[config.mk]
export PLATFORM = sky130hd
export DESIGN_NAME = imem_loader
export DESIGN_NICKNAME = d
export VERILOG_FILES = /design/src/rtl/imem_loader_pkg.sv /design/src/rtl/imem_word_serializer.sv /design/src/rtl/imem_loader.sv
export SDC_FILE = /design/constraint.sdc
export NUM_CORES = 1
export LEC_CHECK = 0
export CELL_PAD_IN_SITES_DETAIL_PLACEMENT = 1
export CELL_PAD_IN_SITES_GLOBAL_PLACEMENT = 1
export CORE_ASPECT_RATIO = 0.5
export CORE_MARGIN = 2
export CORE_UTILIZATION = 38
export CTS_CLUSTER_DIAMETER = 100
export CTS_CLUSTER_SIZE = 12
export DETAILED_ROUTE_END_ITERATION = 16
export PLACE_DENSITY_LB_ADDON = 0.1
export SYNTH_ARGS = -nofsm -noshare
export SYNTH_HDL_FRONTEND = slang
export SYNTH_SLANG_ARGS = --single-unit
[constraint.sdc]
create_clock -name clk -period 4.4 [get_ports clk]
set_clock_uncertainty 0.2 [all_clocks]
set_input_delay 0.88 -clock clk [delete_from_list [all_inputs] [get_ports clk]]
set_output_delay 0.88 -clock clk [all_outputs]
set_load 0.03 [all_outputs]
[src/rtl/imem_loader_pkg.sv]
// rtl/imem_loader_pkg.sv - shared types and constants for the instruction memory loader
package imem_loader_pkg;

    localparam int IMEM_BYTES     = 128;
    localparam int BYTES_PER_WORD = 4;

    // Byte 0 of a word holds bits 31:24; the memory read path relies on the same order.
    localparam bit BYTE_ORDER_MSB_FIRST = 1'b1;

    typedef enum logic [2:0] {
        IDLE  = 3'd0,
        LOAD  = 3'd1,
        WRITE = 3'd2,
        DONE  = 3'd3,
        ERROR = 3'd4
    } state_e;

endpackage

[src/rtl/imem_word_serializer.sv]
// rtl/imem_word_serializer.sv - 32-bit load/shift register emitting one byte per cycle
module imem_word_serializer
    import imem_loader_pkg::*;
(
    input  logic        clk,
    input  logic        reset,
    input  logic        load,
    input  logic        shift,
    input  logic [31:0] word_in,
    output logic [7:0]  byte_out,
    output logic        last_byte
);

    logic [31:0] word_q, word_d;
    logic [1:0]  idx_q, idx_d;

    always_comb begin
        word_d = word_q;
        idx_d  = idx_q;
        if (load) begin
            word_d = word_in;
            idx_d  = 2'd0;
        end else if (shift) begin
            word_d = BYTE_ORDER_MSB_FIRST ? {word_q[23:0], 8'h00} : {8'h00, word_q[31:8]};
            idx_d  = idx_q + 2'd1;
        end
    end

    always_ff @(posedge clk) begin
        if (!reset) begin
            word_q <= '0;
            idx_q  <= '0;
        end else begin
            word_q <= word_d;
            idx_q  <= idx_d;
        end
    end

    assign byte_out  = BYTE_ORDER_MSB_FIRST ? word_q[31:24] : word_q[7:0];
    assign last_byte = (idx_q == 2'd3);

endmodule

[src/rtl/imem_loader.sv]
// rtl/imem_loader.sv - streams instruction words into the byte-wide imem, holding the core meanwhile
module imem_loader
    import imem_loader_pkg::*;
#(
    parameter int ADDR_W = 7,
    parameter int CNT_W  = 6
) (
    input  logic              clk,
    input  logic              reset,
    input  logic              start,
    input  logic [ADDR_W-1:0] base_addr,
    input  logic [CNT_W-1:0]  word_count,
    input  logic              s_valid,
    input  logic [31:0]       s_data,
    output logic              s_ready,
    output logic              mem_we,
    output logic [ADDR_W-1:0] mem_addr,
    output logic [7:0]        mem_wdata,
    output logic              busy,
    output logic              done,
    output logic              error,
    output logic [31:0]       checksum,
    output logic              cpu_hold
);

    localparam int SUM_W = ADDR_W + CNT_W + 2;
    localparam logic [SUM_W-1:0] MEM_LIMIT = SUM_W'(2 ** ADDR_W);

    state_e              state_q, state_d;
    logic [ADDR_W-1:0]   addr_q, addr_d;
    logic [CNT_W-1:0]    left_q, left_d;
    logic [31:0]         checksum_q, checksum_d;
    logic                ser_load, ser_shift;
    logic                ser_last;
    logic [7:0]          ser_byte;
    logic [SUM_W-1:0]    range_end;
    logic                bad_request;

    // Wide enough that the end address can never wrap before the compare.
    assign range_end   = SUM_W'(base_addr) + SUM_W'(word_count) * SUM_W'(BYTES_PER_WORD);
    assign bad_request = (base_addr[1:0] != 2'b00) || (range_end > MEM_LIMIT);

    always_comb begin
        state_d    = state_q;
        addr_d     = addr_q;
        left_d     = left_q;
        checksum_d = checksum_q;
        ser_load   = 1'b0;
        ser_shift  = 1'b0;
        case (state_q)
            IDLE, DONE, ERROR: begin
                if (start) begin
                    checksum_d = '0;
                    if (bad_request) begin
                        state_d = ERROR;
                    end else if (word_count == '0) begin
                        state_d = DONE;
                    end else begin
                        addr_d  = base_addr;
                        left_d  = word_count;
                        state_d = LOAD;
                    end
                end
            end
            LOAD: begin
                if (s_valid) begin
                    ser_load   = 1'b1;
                    checksum_d = checksum_q + s_data;
                    state_d    = WRITE;
                end
            end
            WRITE: begin
                ser_shift = 1'b1;
                addr_d    = addr_q + ADDR_W'(1);
                if (ser_last) begin
                    left_d  = left_q - CNT_W'(1);
                    state_d = (left_q == CNT_W'(1)) ? DONE : LOAD;
                end
            end
            default: state_d = IDLE;
        endcase
    end

    always_ff @(posedge clk) begin
        if (!reset) begin
            state_q    <= IDLE;
            addr_q     <= '0;
            left_q     <= '0;
            checksum_q <= '0;
        end else begin
            state_q    <= state_d;
            addr_q     <= addr_d;
            left_q     <= left_d;
            checksum_q <= checksum_d;
        end
    end

    imem_word_serializer u_serializer (
        .clk       (clk),
        .reset     (reset),
        .load      (ser_load),
        .shift     (ser_shift),
        .word_in   (s_data),
        .byte_out  (ser_byte),
        .last_byte (ser_last)
    );

    assign s_ready   = (state_q == LOAD);
    assign mem_we    = (state_q == WRITE);
    assign mem_addr  = mem_we ? addr_q : '0;
    assign mem_wdata = mem_we ? ser_byte : '0;
    assign busy      = (state_q == LOAD) || (state_q == WRITE);
    assign cpu_hold  = busy;
    assign done      = (state_q == DONE);
    assign error     = (state_q == ERROR);
    assign checksum  = checksum_q;

endmodule

==> results.yml <==
critical_path:
  cp.required_ns: 4.39
  start_kind: "input port"
  worstSetupEndpointType: "register"
  critPathMaxFanout: 9
  crit_type: "input port to register"
  crit_arrival_ns: 4.09
timing:
  layout_min_cycle_time_ns: 4.09
  rsz0062_at_grt: "no"
  hold_viol: 0
  slew_headroom_pct: 54.1
  worstMarginPinSlew_ns: 0.687
  min_period_over_period_pct: 93.0
  setup_viol: 0
  setup-tns-final_ns: 0
  finalMaxSlewViolations: 0
  fmax_ghz: 0.244
  timing.final.ws_setup_ns: 0.306
min_path:
  min_path_type: "register to register"
cts:
  cts_tree: "yes"
  cts_resized: 0
  clk_path_buf_depth: 2
  ctsHoldBuffers: 0
  clk_latency_ns: 0.34
  post_cts_buffers: 0
  cts.sinks: 82
  clk_pin_slew_worst_paths_ns: 0.06
  cts_root_buf: "clkbuf_16"
  cts_buffers: 9
  htreeDepth: 3
yosys:
  synth.most_common_cell: "nand2_1"
  synth_edf_count: 0
  synth.largest_area_cell: "dfxtp_1"
  synth-seq-area-share_pct: 30.6
  synth_warnings: 0
  synth_area_leaders: "dfxtp_1 31%, ha_1 9.3%, nand2_1 8.3%"
  syn-num-nets: 814
  synth_commonest_cells: "119 x nand2_1, 82 x dfxtp_1, 82 x nor2_1"
  postSynthAreaPerCell_sq_um: 7.42
  synth_cell_types: 62
  ys_seq_elements: 82
  mappedNetlistArea_sq_um: 5360
  synthFlopType: "dfxtp_1"
  netlist_instances: 723
  synth_top_area_share_pct: 30.6
  synthArstFlopShare_pct: 0
drt:
  first_pass_iters: 4
  ant_nets: 0
  drt_iter0_markers: 332
  avgRoutedWirePerCell_microns: 17.5
  routed_wl_microns: 17600
  vias_per_cell: 5.45
  vias: 5473
  drc: 0
floorplan:
  die_w_microns: 172
  dieArea_sq_um: 15100
  num_rows: 30
  ios: 102
  die_y_microns: 88
  core_sq_um: 13700
  start_util_pct: 39.2
pwr:
  power_mw: 1.90
  p_leak_nw: 2.80
  irDropWorstVdd_mv: 0.194
  power.density_nw_per_um2: 274
place:
  place_inst: 987
  io_buffers: 101
  hpwl_microns: 13000
  gp_congestion: 0.833
  place_ws_ns: -0.0232
finish:
  area_growth_pct: 28.8
  fin_nets: 897
  stdcell_count: 1004
  utilization_pct: 50.6
  drive_above_1_share_pct: 4.69
global_route:
  grt_pass1_vias: 5642
  overflow: 0
  grt_pass1_wl_microns: 28700
  grt_use_total_pct: 24.1
  grt_max_degree: 57
  antenna_found_initial: 1
flow_run:
  maxCapViolations: 0
outcome:
  run_status: "completed"
==> flip-flops by register name, summed over array words and instances (netlist names) <==
signal               count
state_q                  3
left_q                   6
u_serializer.word_q     32
checksum                32
addr_q                   7
u_serializer.idx_q       2
==> worst paths after layout <==
kind / slack, ns / cells after the start / startpoint / end
setup / recovery: 0.31 / 13 / base_addr[2] / left_q[3]
hold / removal: 0.27 / 2 / u_serializer.idx_q[1] / u_serializer.idx_q[1]
hold reg to reg: 0.27 / 2 / u_serializer.idx_q[1] / u_serializer.idx_q[1]
setup reg to reg: 1.00 / 11 / checksum[0] / checksum[20]
==> worst max-delay path, stage by stage <==
cell and delay, ns:
clkdlybuf4s50_1 0.51, ha_1 0.20, inv_1 0.06, fa_1 0.42, nand2b_2 0.23, o21ai_0 0.21, a22o_1 0.18, nand4b_1 0.19
a2111oi_4 0.39, nand2_2 0.12, a21oi_4 0.36, mux2i_1 0.24, o32ai_1 0.10
==> final cells by class <==
cell class                 count  area (sq um)
clock inverter                 5           125
sequential                    82          1640
clock buffer                  11           243
inverter                      16          60.1
fill                        1750          6760
multi-input combinational    588          3520
tap                          192           240
timing repair buffer         109          1070
antenna                        1          2.50
==> layout by cell type (no fill, tap or decap), types with 6 or more instances in the layout <==
cell	instances
nand2_1	119
clkdlybuf4s50_1	101
nor2_1	82
dfxtp_1	82
a21oi_1	59
o21ai_0	58
nand3_1	43
ha_1	40
and2_1	17
a22oi_1	16
xnor2_1	16
a21o_1	15
inv_1	14
xor2_1	12
o22ai_1	9
clkbuf_16	9
buf_4	8
nand2b_1	7
o21ai_1	6
a31oi_1	6
nor3_1	6
mux2i_1	6
==> power breakdown <==
part           switching (mW)  leakage [nW]  internal, mW  total (mW)
combinational           0.111          1.96        0.0889       0.200
sequential            0.00489         0.661         0.746       0.751
clock                   0.317         0.180         0.627       0.945
==> kinds of logic (layout without fill, tap and decap cells) <==
| kind of cell | after synthesis | after routing | share of synthesized area [%] |
|---|---|---|---|
| xor gates and xnor gates | 28 | 28 | 4.57 |
| and+or+nand+nor | 302 | 302 | 25.1 |
| DFF | 82 | 82 | 30.6 |
| buffers and inverters | 53 | 141 | 3.78 |
| AOI/OAI and AO/OA | 209 | 209 | 24.5 |
| muxes | 7 | 7 | 1.33 |
| adders and majority gates | 42 | 42 | 10.1 |
| other | 0 | 1 | 0 |
==> metrics by stage <==
step,hold slack [ns],cell area [sq um]
4_1_cts,0.270,6910
3_5_place_dp,0.261,6540
3_3_place_gp,0.245,6540
6_report,0.268,6910
2_1_floorplan,0.238,5360
5_1_grt,0.302,6910
==> metal layers <==
| metal | GRT usage, % | vias up | share of wire [%] |
|---|---|---|---|
| met5 | 0 | - | 0 |
| li1 | - | 2714 | - |
| met3 | 4.70 | 10 | 5.0 |
| met1 | 32.9 | 2655 | 50 |
| met4 | 3.74 | 0 | 0.59 |
| met2 | 40.6 | 94 | 44 |
Power figures use the tool's default switching activity.
